`src/rtl/alu_seq_exec.sv`:
```
// alu_seq_exec: multi-cycle ALU executing ADD, SUB, MUL (iterative shift-add)
// and SRL (one bit per cycle) behind a start/ready/done handshake.
// Optional feature macro: ALU_SEQ_MUL_EN compiles in the MUL state and the
// shift-add multiplier; without it the MUL code is reported as illegal.
module alu_seq_exec #(
    parameter int DATA_W = 32
) (
    input  logic              clk,
    input  logic              rst,
    input  logic              start,
    input  logic [5:0]        Funct,
    input  logic [DATA_W-1:0] src1,
    input  logic [DATA_W-1:0] src2,
    output logic              ready,
    output logic              done,
    output logic [DATA_W-1:0] result,
    output logic              zero,
    output logic              err
);

    localparam int SHW = $clog2(DATA_W);

    localparam logic [5:0] F_ADD = 6'b001001;
    localparam logic [5:0] F_SUB = 6'b001010;
    localparam logic [5:0] F_SRL = 6'b100001;
`ifdef ALU_SEQ_MUL_EN
    localparam logic [5:0] F_MUL = 6'b010001;
`endif

    typedef enum logic [1:0] {
        IDLE = 2'd0,
`ifdef ALU_SEQ_MUL_EN
        MUL  = 2'd1,
`endif
        SHR  = 2'd2,
        FIN  = 2'd3
    } state_t;

    state_t            state;
    logic [SHW-1:0]    cnt;
    logic [DATA_W-1:0] shreg;
    logic [DATA_W-1:0] shreg_nxt;
    logic [DATA_W-1:0] sum;
    logic [DATA_W-1:0] diff;
    logic [SHW-1:0]    shamt;

    // Result flag derivation kept in one place so every completion path agrees.
    function automatic logic is_zero(input logic [DATA_W-1:0] v);
        return (v == '0);
    endfunction

    // Wrap-around arithmetic: the carry/borrow out of the top bit is dropped.
    function automatic logic [DATA_W-1:0] add_wrap(input logic [DATA_W-1:0] a,
                                                   input logic [DATA_W-1:0] b);
        return a + b;
    endfunction

    function automatic logic [DATA_W-1:0] sub_wrap(input logic [DATA_W-1:0] a,
                                                   input logic [DATA_W-1:0] b);
        return a - b;
    endfunction

    assign sum       = add_wrap(src1, src2);
    assign diff      = sub_wrap(src1, src2);
    assign shamt     = src2[SHW-1:0];
    assign shreg_nxt = shreg >> 1;

`ifdef ALU_SEQ_MUL_EN
    logic [DATA_W-1:0] mcand;
    logic [DATA_W-1:0] mplier;
    logic [DATA_W-1:0] acc;
    logic [DATA_W-1:0] acc_nxt;

    // One shift-add step: add the (already shifted) multiplicand when the
    // current multiplier LSB is set; only the low DATA_W product bits are kept.
    assign acc_nxt = add_wrap(acc, mplier[0] ? mcand : '0);
`endif

    // Control FSM with registered handshake and result outputs; operands are
    // captured into the working registers on acceptance so later input changes
    // cannot disturb the operation in flight.
    always_ff @(posedge clk) begin
        if (rst) begin
            state  <= IDLE;
            ready  <= 1'b1;
            done   <= 1'b0;
            result <= '0;
            zero   <= 1'b1;
            err    <= 1'b0;
        end else begin
            done <= 1'b0;
            case (state)
                IDLE: begin
                    if (start && ready) begin
                        ready <= 1'b0;
                        case (Funct)
                            F_ADD: begin
                                result <= sum;
                                zero   <= is_zero(sum);
                                err    <= 1'b0;
                                done   <= 1'b1;
                                state  <= FIN;
                            end
                            F_SUB: begin
                                result <= diff;
                                zero   <= is_zero(diff);
                                err    <= 1'b0;
                                done   <= 1'b1;
                                state  <= FIN;
                            end
`ifdef ALU_SEQ_MUL_EN
                            F_MUL: begin
                                mcand  <= src1;
                                mplier <= src2;
                                acc    <= '0;
                                cnt    <= SHW'(DATA_W - 1);
                                state  <= MUL;
                            end
`endif
                            F_SRL: begin
                                // A zero shift count finishes immediately.
                                if (shamt == '0) begin
                                    result <= src1;
                                    zero   <= is_zero(src1);
                                    err    <= 1'b0;
                                    done   <= 1'b1;
                                    state  <= FIN;
                                end else begin
                                    shreg <= src1;
                                    cnt   <= shamt - 1'b1;
                                    state <= SHR;
                                end
                            end
                            default: begin
                                result <= '0;
                                zero   <= 1'b1;
                                err    <= 1'b1;
                                done   <= 1'b1;
                                state  <= FIN;
                            end
                        endcase
                    end
                end
`ifdef ALU_SEQ_MUL_EN
                MUL: begin
                    acc    <= acc_nxt;
                    mcand  <= mcand << 1;
                    mplier <= mplier >> 1;
                    cnt    <= cnt - 1'b1;
                    if (cnt == '0) begin
                        result <= acc_nxt;
                        zero   <= is_zero(acc_nxt);
                        err    <= 1'b0;
                        done   <= 1'b1;
                        state  <= FIN;
                    end
                end
`endif
                SHR: begin
                    shreg <= shreg_nxt;
                    cnt   <= cnt - 1'b1;
                    if (cnt == '0) begin
                        result <= shreg_nxt;
                        zero   <= is_zero(shreg_nxt);
                        err    <= 1'b0;
                        done   <= 1'b1;
                        state  <= FIN;
                    end
                end
                FIN: begin
                    ready <= 1'b1;
                    state <= IDLE;
                end
                default: begin
                    ready <= 1'b1;
                    state <= IDLE;
                end
            endcase
        end
    end

endmodule
```
`config.mk`:
```
export PLATFORM = sky130hd
export DESIGN_NAME = alu_seq_exec
export DESIGN_NICKNAME = d
export VERILOG_FILES = /design/src/rtl/alu_seq_exec.sv
export SDC_FILE = /design/constraint.sdc
export NUM_CORES = 1
export LEC_CHECK = 0
export ABC_AREA = 1
export ABC_CLOCK_PERIOD_IN_PS = 6000
export CORE_ASPECT_RATIO = 0.8
export CORE_MARGIN = 2
export CORE_UTILIZATION = 35
export DETAILED_ROUTE_END_ITERATION = 8
export MAX_ROUTING_LAYER = met4
export PLACE_DENSITY_LB_ADDON = 0.3
export REMOVE_ABC_BUFFERS = 1
export SLEW_MARGIN = 20
export SYNTH_ARGS = -nofsm -noshare
export SYNTH_HDL_FRONTEND = slang
export SYNTH_SLANG_ARGS = --single-unit
```
`constraint.sdc`:
```
create_clock -name clk -period 6 [get_ports clk]
set_input_delay 1.8 -clock clk [delete_from_list [all_inputs] [get_ports clk]]
set_output_delay 1.8 -clock clk [all_outputs]
set_load 0.1 [all_outputs]
```
==> impl_metrics.ini, run 1 <==
[setup_path]
arrival_ns = 5.09
crit_path_max_fanout = 9
worstSetupEndpointType = flop
slowest_stage = clkdlybuf4s50_1
cpMostUsedCell = nand2_1
cp-start-kind = input pin
cp_num_buf_inv = 3
critPathMaxStageDelay_ns = 0.52
path_class = in -> reg
required_ns = 6.28
cpLargestDelayFamily = simple AND/OR/NAND/NOR gates
crit_chain = clkdlybuf4s50_1, inv_1, ha_1, nor2_1, inv_1, nor2_1, nand2_1, nor2_1, nand2_1, nand4_1, nand2_1, nor2_1, nand2_1, nor2_1, nand3_1, nand3_1, nand2_1, nand2_1, nand2_1, nand2_1

[flow_run]
max_cap_violations = 0

[sta]
tightest_slew_ns = 1.02
fmax_mhz = 208
min_period_over_period = 0.801
finalHoldViolCount = 0
maxSlewViolCount = 0
setup_ws_ns = 1.19
setup_violations = 0
period_needed_ns = 4.81
rsz0062_at_grt = false
fin_setup_tns_ns = 0
slew_headroom = 0.319
finClkSkew_ns = 0.00986

[cells_and_area]
seqCellArea_um2 = 1840
final_common_cell = nand2_1
drive_above_1_share = 0.0264
antenna_cells = 0
num-fill-cells = 2852
finalNetCount = 1803
multi_input_area_um2 = 5810
final_cell_mix = nand2_1 (580), inv_1 (283), nor2_1 (135), clkdlybuf4s50_1 (108), o21ai_0 (93)
syn_to_final_growth_pct = 18.0

[power_and_ir_drop]
p_leak_nw = 5.38
power.density_nw_per_um2 = 238
ir_worst_vdd_mv = 0.167
p_total_w = 0.00252

[logic_synthesis]
syn_avg_cell_area_um2 = 5.67
async_flop_share = 0
synthesis.area_um2 = 8990
ys_types = 43
synthCells = 1587
yosys.area.top_type_share = 0.243
ys_seq_area_frac = 0.205
synth-main-ff-cell = dfxtp_1
synthTopCellsByArea = nand2_1 (24%), edfxtp_1 (12%), inv_1 (12%)
synth_warnings = 0
synth-edff-count = 36
synth_top_area_cell = nand2_1
yosys_register_bits = 74

[cts]
cts_resized = 0
postCtsSetupBuffers = 0
cts_max_path_buffers = 2
cts_tree = done
clk_pin_slew_ns = 0.06
cts.sinks = 74
postCtsHoldBufs = 0
h-tree-depth = 3
insertion_delay_ns = 0.34
cts_root_buffer = clkbuf_16
numCtsBuffers = 9

[grt]
grt_pass1_wl_um = 58900
grt_pass1_vias = 9892
grt_use_total = 0.298
grt_antenna_before_repair = 0
grt-ovfl-total = 0
grt_max_degree = 46

[routing]
avgViaCountPerCell = 5.26
first_pass_iters = 6
initialDrtViolationCount = 969
drc_errors = 0
wl_um = 39200
wire_per_inst_um = 19.7
via_count = 10492
drtAntennaViolNets = 0

[floorplanning]
die_w_um = 183
dieArea_um2 = 27000
io_pins = 109
die_y_um = 147
row_count = 52
start_util = 0.356
coreArea_um2 = 25200

[hold_path]
hold_class = reg -> reg

[placement]
portBuffers = 108
hpwl_um = 32800
pre_cts_ws_ns = 0.948
place.gp.congestion = 1.04

[run_status]
outcome = finished clean
## registers in the layout, indices dropped and copies added, names as in the netlist
signal,cells
done,1
result,32
cnt,5
ready,1
err,1
state,2
zero,1
shreg,31
## power breakdown
part,internal [W],leakage (nW),switching [W],total [W]
clock network,0.000363,0.151,0.000221,0.000585
logic,0.000331,4.59,0.000950,0.00128
registers,0.000615,0.642,0.0000414,0.000656
## logic make-up after synthesis
logic type / synth area share
and+or+nand+nor: 0.401
muxes: 0.00237
adders and majority gates: 0.0935
DFF: 0.205
xor gates and xnor gates: 0.0117
buffers and inverters: 0.151
AOI/OAI and AO/OA: 0.136
## cell type report
class / count / area share
repair buffers: 118 / 0.110
clock inverters: 7 / 0.00884
clock buffers: 9 / 0.0212
multi-input cells: 1176 / 0.547
well taps: 324 / 0.0382
inverters: 285 / 0.101
flip-flops and latches: 74 / 0.174
## path summary, 6_finish.rpt
kind / slack (ns) / cells after the start / end / startpoint
worst min-delay path: 0.46 / 2 / result[31] / result[31]
worst max-delay path: 1.19 / 20 / zero / src2[24]
worst min register to register: 0.46 / 2 / result[31] / result[31]
worst max register to register: 3.69 / 6 / result[30] / state[0]
## per-stage QoR
step / hold WS (ns) / std cells / util / area (µm²)
6_report: 0.464 / 1993 / 0.421 / 10600
5_1_grt: 0.485 / 1993 / 0.421 / 10600
4_1_cts: 0.468 / 1992 / 0.420 / 10600
3_5_place_dp: 0.456 / 1976 / 0.407 / 10300
3_3_place_gp: 0.454 / 1976 / 0.407 / 10300
2_1_floorplan: 0.516 / 1535 / - / 8700
## routing by layer
| metal | track usage | share of wire |
|---|---|---|
| met1 | 0.413 | 0.47 |
| met2 | 0.473 | 0.44 |
| met3 | 0.0297 | 0.063 |
| met4 | 0.0608 | 0.023 |
| met5 | - | 0 |
## Yosys cell counts, types with 2 or more instances
master,instances
dfxtp_1,38
nor2_1,137
nand2_2,4
fa_1,2
buf_2,15
buf_6,2
o211ai_1,2
ha_1,64
a31oi_1,30
o221ai_1,12
xnor2_1,4
nand3b_1,4
o22ai_1,7
a21oi_2,4
o21bai_1,7
clkbuf_1,22
a21oi_1,58
o21ai_0,93
nand4_1,24
clkbuf_8,4
nor4_1,19
nand3_1,89
nor3_2,3
edfxtp_1,36
nor3_1,13
inv_1,283
nand2_1,581
buf_1,4
xor2_1,8
buf_4,5
## worst min-delay path, stage by stage, from the launching register on
cell	delay (ns)
dfxtp_1	0.31
nand2_1	0.06
a21oi_1	0.05
(Power assumes the default switching activity.)
==> inputs of run 2 (changes only) <==
--- a/config.mk
+++ b/config.mk
@@ -6,7 +6,7 @@
 export NUM_CORES = 1
 export LEC_CHECK = 0
 export ABC_AREA = 1
-export ABC_CLOCK_PERIOD_IN_PS = 6000
+export ABC_CLOCK_PERIOD_IN_PS = 4200
 export CORE_ASPECT_RATIO = 0.8
 export CORE_MARGIN = 2
 export CORE_UTILIZATION = 35
==> constraint.sdc (replaced) <==
create_clock -name clk -period 4.2 [get_ports clk]
set_input_delay 1.26 -clock clk [delete_from_list [all_inputs] [get_ports clk]]
set_output_delay 1.26 -clock clk [all_outputs]
set_load 0.1 [all_outputs]
==> run 2 against run 1 <==
Net effect:
- via count rose by 6.2%
- die area did not move
- hold slack got worse by 0.0015 ns
- sequential cell count stayed put
- core utilization rose by 6.4 points
- critical endpoint unchanged
- largest power group unchanged
- highest routed layer unchanged
==> impl_metrics.ini, run 2 (synthesis results as in run 1) <==
[routing]
initialDrtViolationCount = 1082
first_pass_iters = 5
drtAntennaViolNets = 0
via_count = 11138
avgViaCountPerCell = 5.05
wl_um = 39600
wire_per_inst_um = 17.9
drc_errors = 0

[sta]
setup_ws_ns = 0.198
period_needed_ns = 4.00
min_period_over_period = 0.953
finalHoldViolCount = 0
slew_headroom = 0.326
setup_violations = 0
maxSlewViolCount = 0
fmax_mhz = 250
finClkSkew_ns = 0.00615
rsz0062_at_grt = false
tightest_slew_ns = 1.01

[cts]
cts.sinks = 74
numCtsBuffers = 9
insertion_delay_ns = 0.34
h-tree-depth = 3
cts_tree = done
cts_root_buffer = clkbuf_16
cts_resized = 0
postCtsSetupBuffers = 0
clk_pin_slew_ns = 0.06
cts_max_path_buffers = 2
postCtsHoldBufs = 0

[grt]
grt_use_total = 0.303
grt_max_degree = 59
grt_pass1_vias = 10575
grt-ovfl-total = 0
grt_antenna_before_repair = 0
grt_pass1_wl_um = 59900

[placement]
hpwl_um = 33700
place.gp.congestion = 0.969
portBuffers = 108
pre_cts_ws_ns = -0.228

[flow_run]
max_cap_violations = 0

[power_and_ir_drop]
p_leak_nw = 6.41
power.density_nw_per_um2 = 309
p_total_w = 0.00378
ir_worst_vdd_mv = 0.331

[floorplanning]
die_y_um = 147
start_util = 0.356
io_pins = 109
die_w_um = 183
coreArea_um2 = 25200
row_count = 52
dieArea_um2 = 27000

[setup_path]
required_ns = 4.49
crit_path_max_fanout = 2
worstSetupEndpointType = flop
cp-start-kind = input pin
arrival_ns = 4.29
path_class = in -> reg

[cells_and_area]
finalNetCount = 2016
largest_reg_flops = 32
syn_to_final_growth_pct = 36.0
largestRegisters = result: 32 flops, shreg: 31 flops, cnt: 5 flops
drive_above_1_share = 0.139
final_common_cell = nand2_1
final_cell_mix = nand2_1 (578), inv_1 (283), buf_4 (220), nor2_1 (133), clkdlybuf4s50_1 (108)
largest-register = result

[hold_path]
hold_class = reg -> reg

[run_status]
outcome = finished clean
-- run 2: cell count changes in the layout (fill, tap and decap cells not counted), sizes merged --
cell      change
clkbuf        +2
clkinvlp      -2
clkinv        +2
bufinv        -2
buf         +213
diode         +1
-- run 2: area by class of cell --
cell class                 count  area (µm²)
antenna                        1        2.50
clock buffer                  11         254
clock inverter                 5        27.5
fill                        2727       13000
inverter                     285        1070
multi-input combinational   1176        5830
sequential                    74        1840
tap                          324         405
timing repair buffer         331        2800
-- run 2: worst max-delay path, stage by stage --
cell and delay, ns:
clkdlybuf4s50_1 0.45, ha_2 0.22, fa_1 0.40, nand2_1 0.09, nand2_1 0.11, buf_4 0.16
nand2_1 0.07, inv_1 0.07, nand2_2 0.09, nand3_1 0.11, buf_4 0.17, nand3_1 0.09
nand2_1 0.06, nand2_1 0.06, nand2_1 0.09, nor2_2 0.16, nand2_1 0.08, nor2_2 0.13
nand3_1 0.11, nand3_1 0.09, nand2_1 0.05, nand2_1 0.06, nand2_1 0.05, nand2_1 0.05
-- run 2: through the flow --
step | setup TNS [ns] | instances | area (µm²) | hold slack [ns] | utilization
2_1_floorplan | -0.142 | 1535 | 8700 | 0.516 | -
3_3_place_gp | -0.258 | 2189 | 11900 | 0.454 | 0.471
3_5_place_dp | -0.228 | 2189 | 11900 | 0.458 | 0.471
4_1_cts | 0 | 2205 | 12200 | 0.466 | 0.483
5_1_grt | 0 | 2206 | 12200 | 0.500 | 0.484
6_report | 0 | 2207 | 12200 | 0.463 | 0.484
-- run 2: where the power goes --
part / internal, W / switching [W]
Combinational: 0.000712 / 0.00140
Sequential: 0.000878 / 0.0000569
Clock: 0.000432 / 0.000301
-- run 2: path summary, 6_finish.rpt --
kind / from / end / slack [ns] / cells after the start
setup / recovery: src1[0] / zero / 0.20 / 24
hold / removal: result[0] / result[0] / 0.46 / 2
setup reg to reg: state[1] / result[21] / 2.07 / 8
hold reg to reg: result[0] / result[0] / 0.46 / 2
-- run 2: metal layers --
layer,GRT usage,up-vias,wire [µm]
li1,-,5616,-
met1,0.405,5065,18600
met2,0.470,402,17100
met3,0.0503,55,2650
met4,0.0876,0,1280
met5,-,-,0
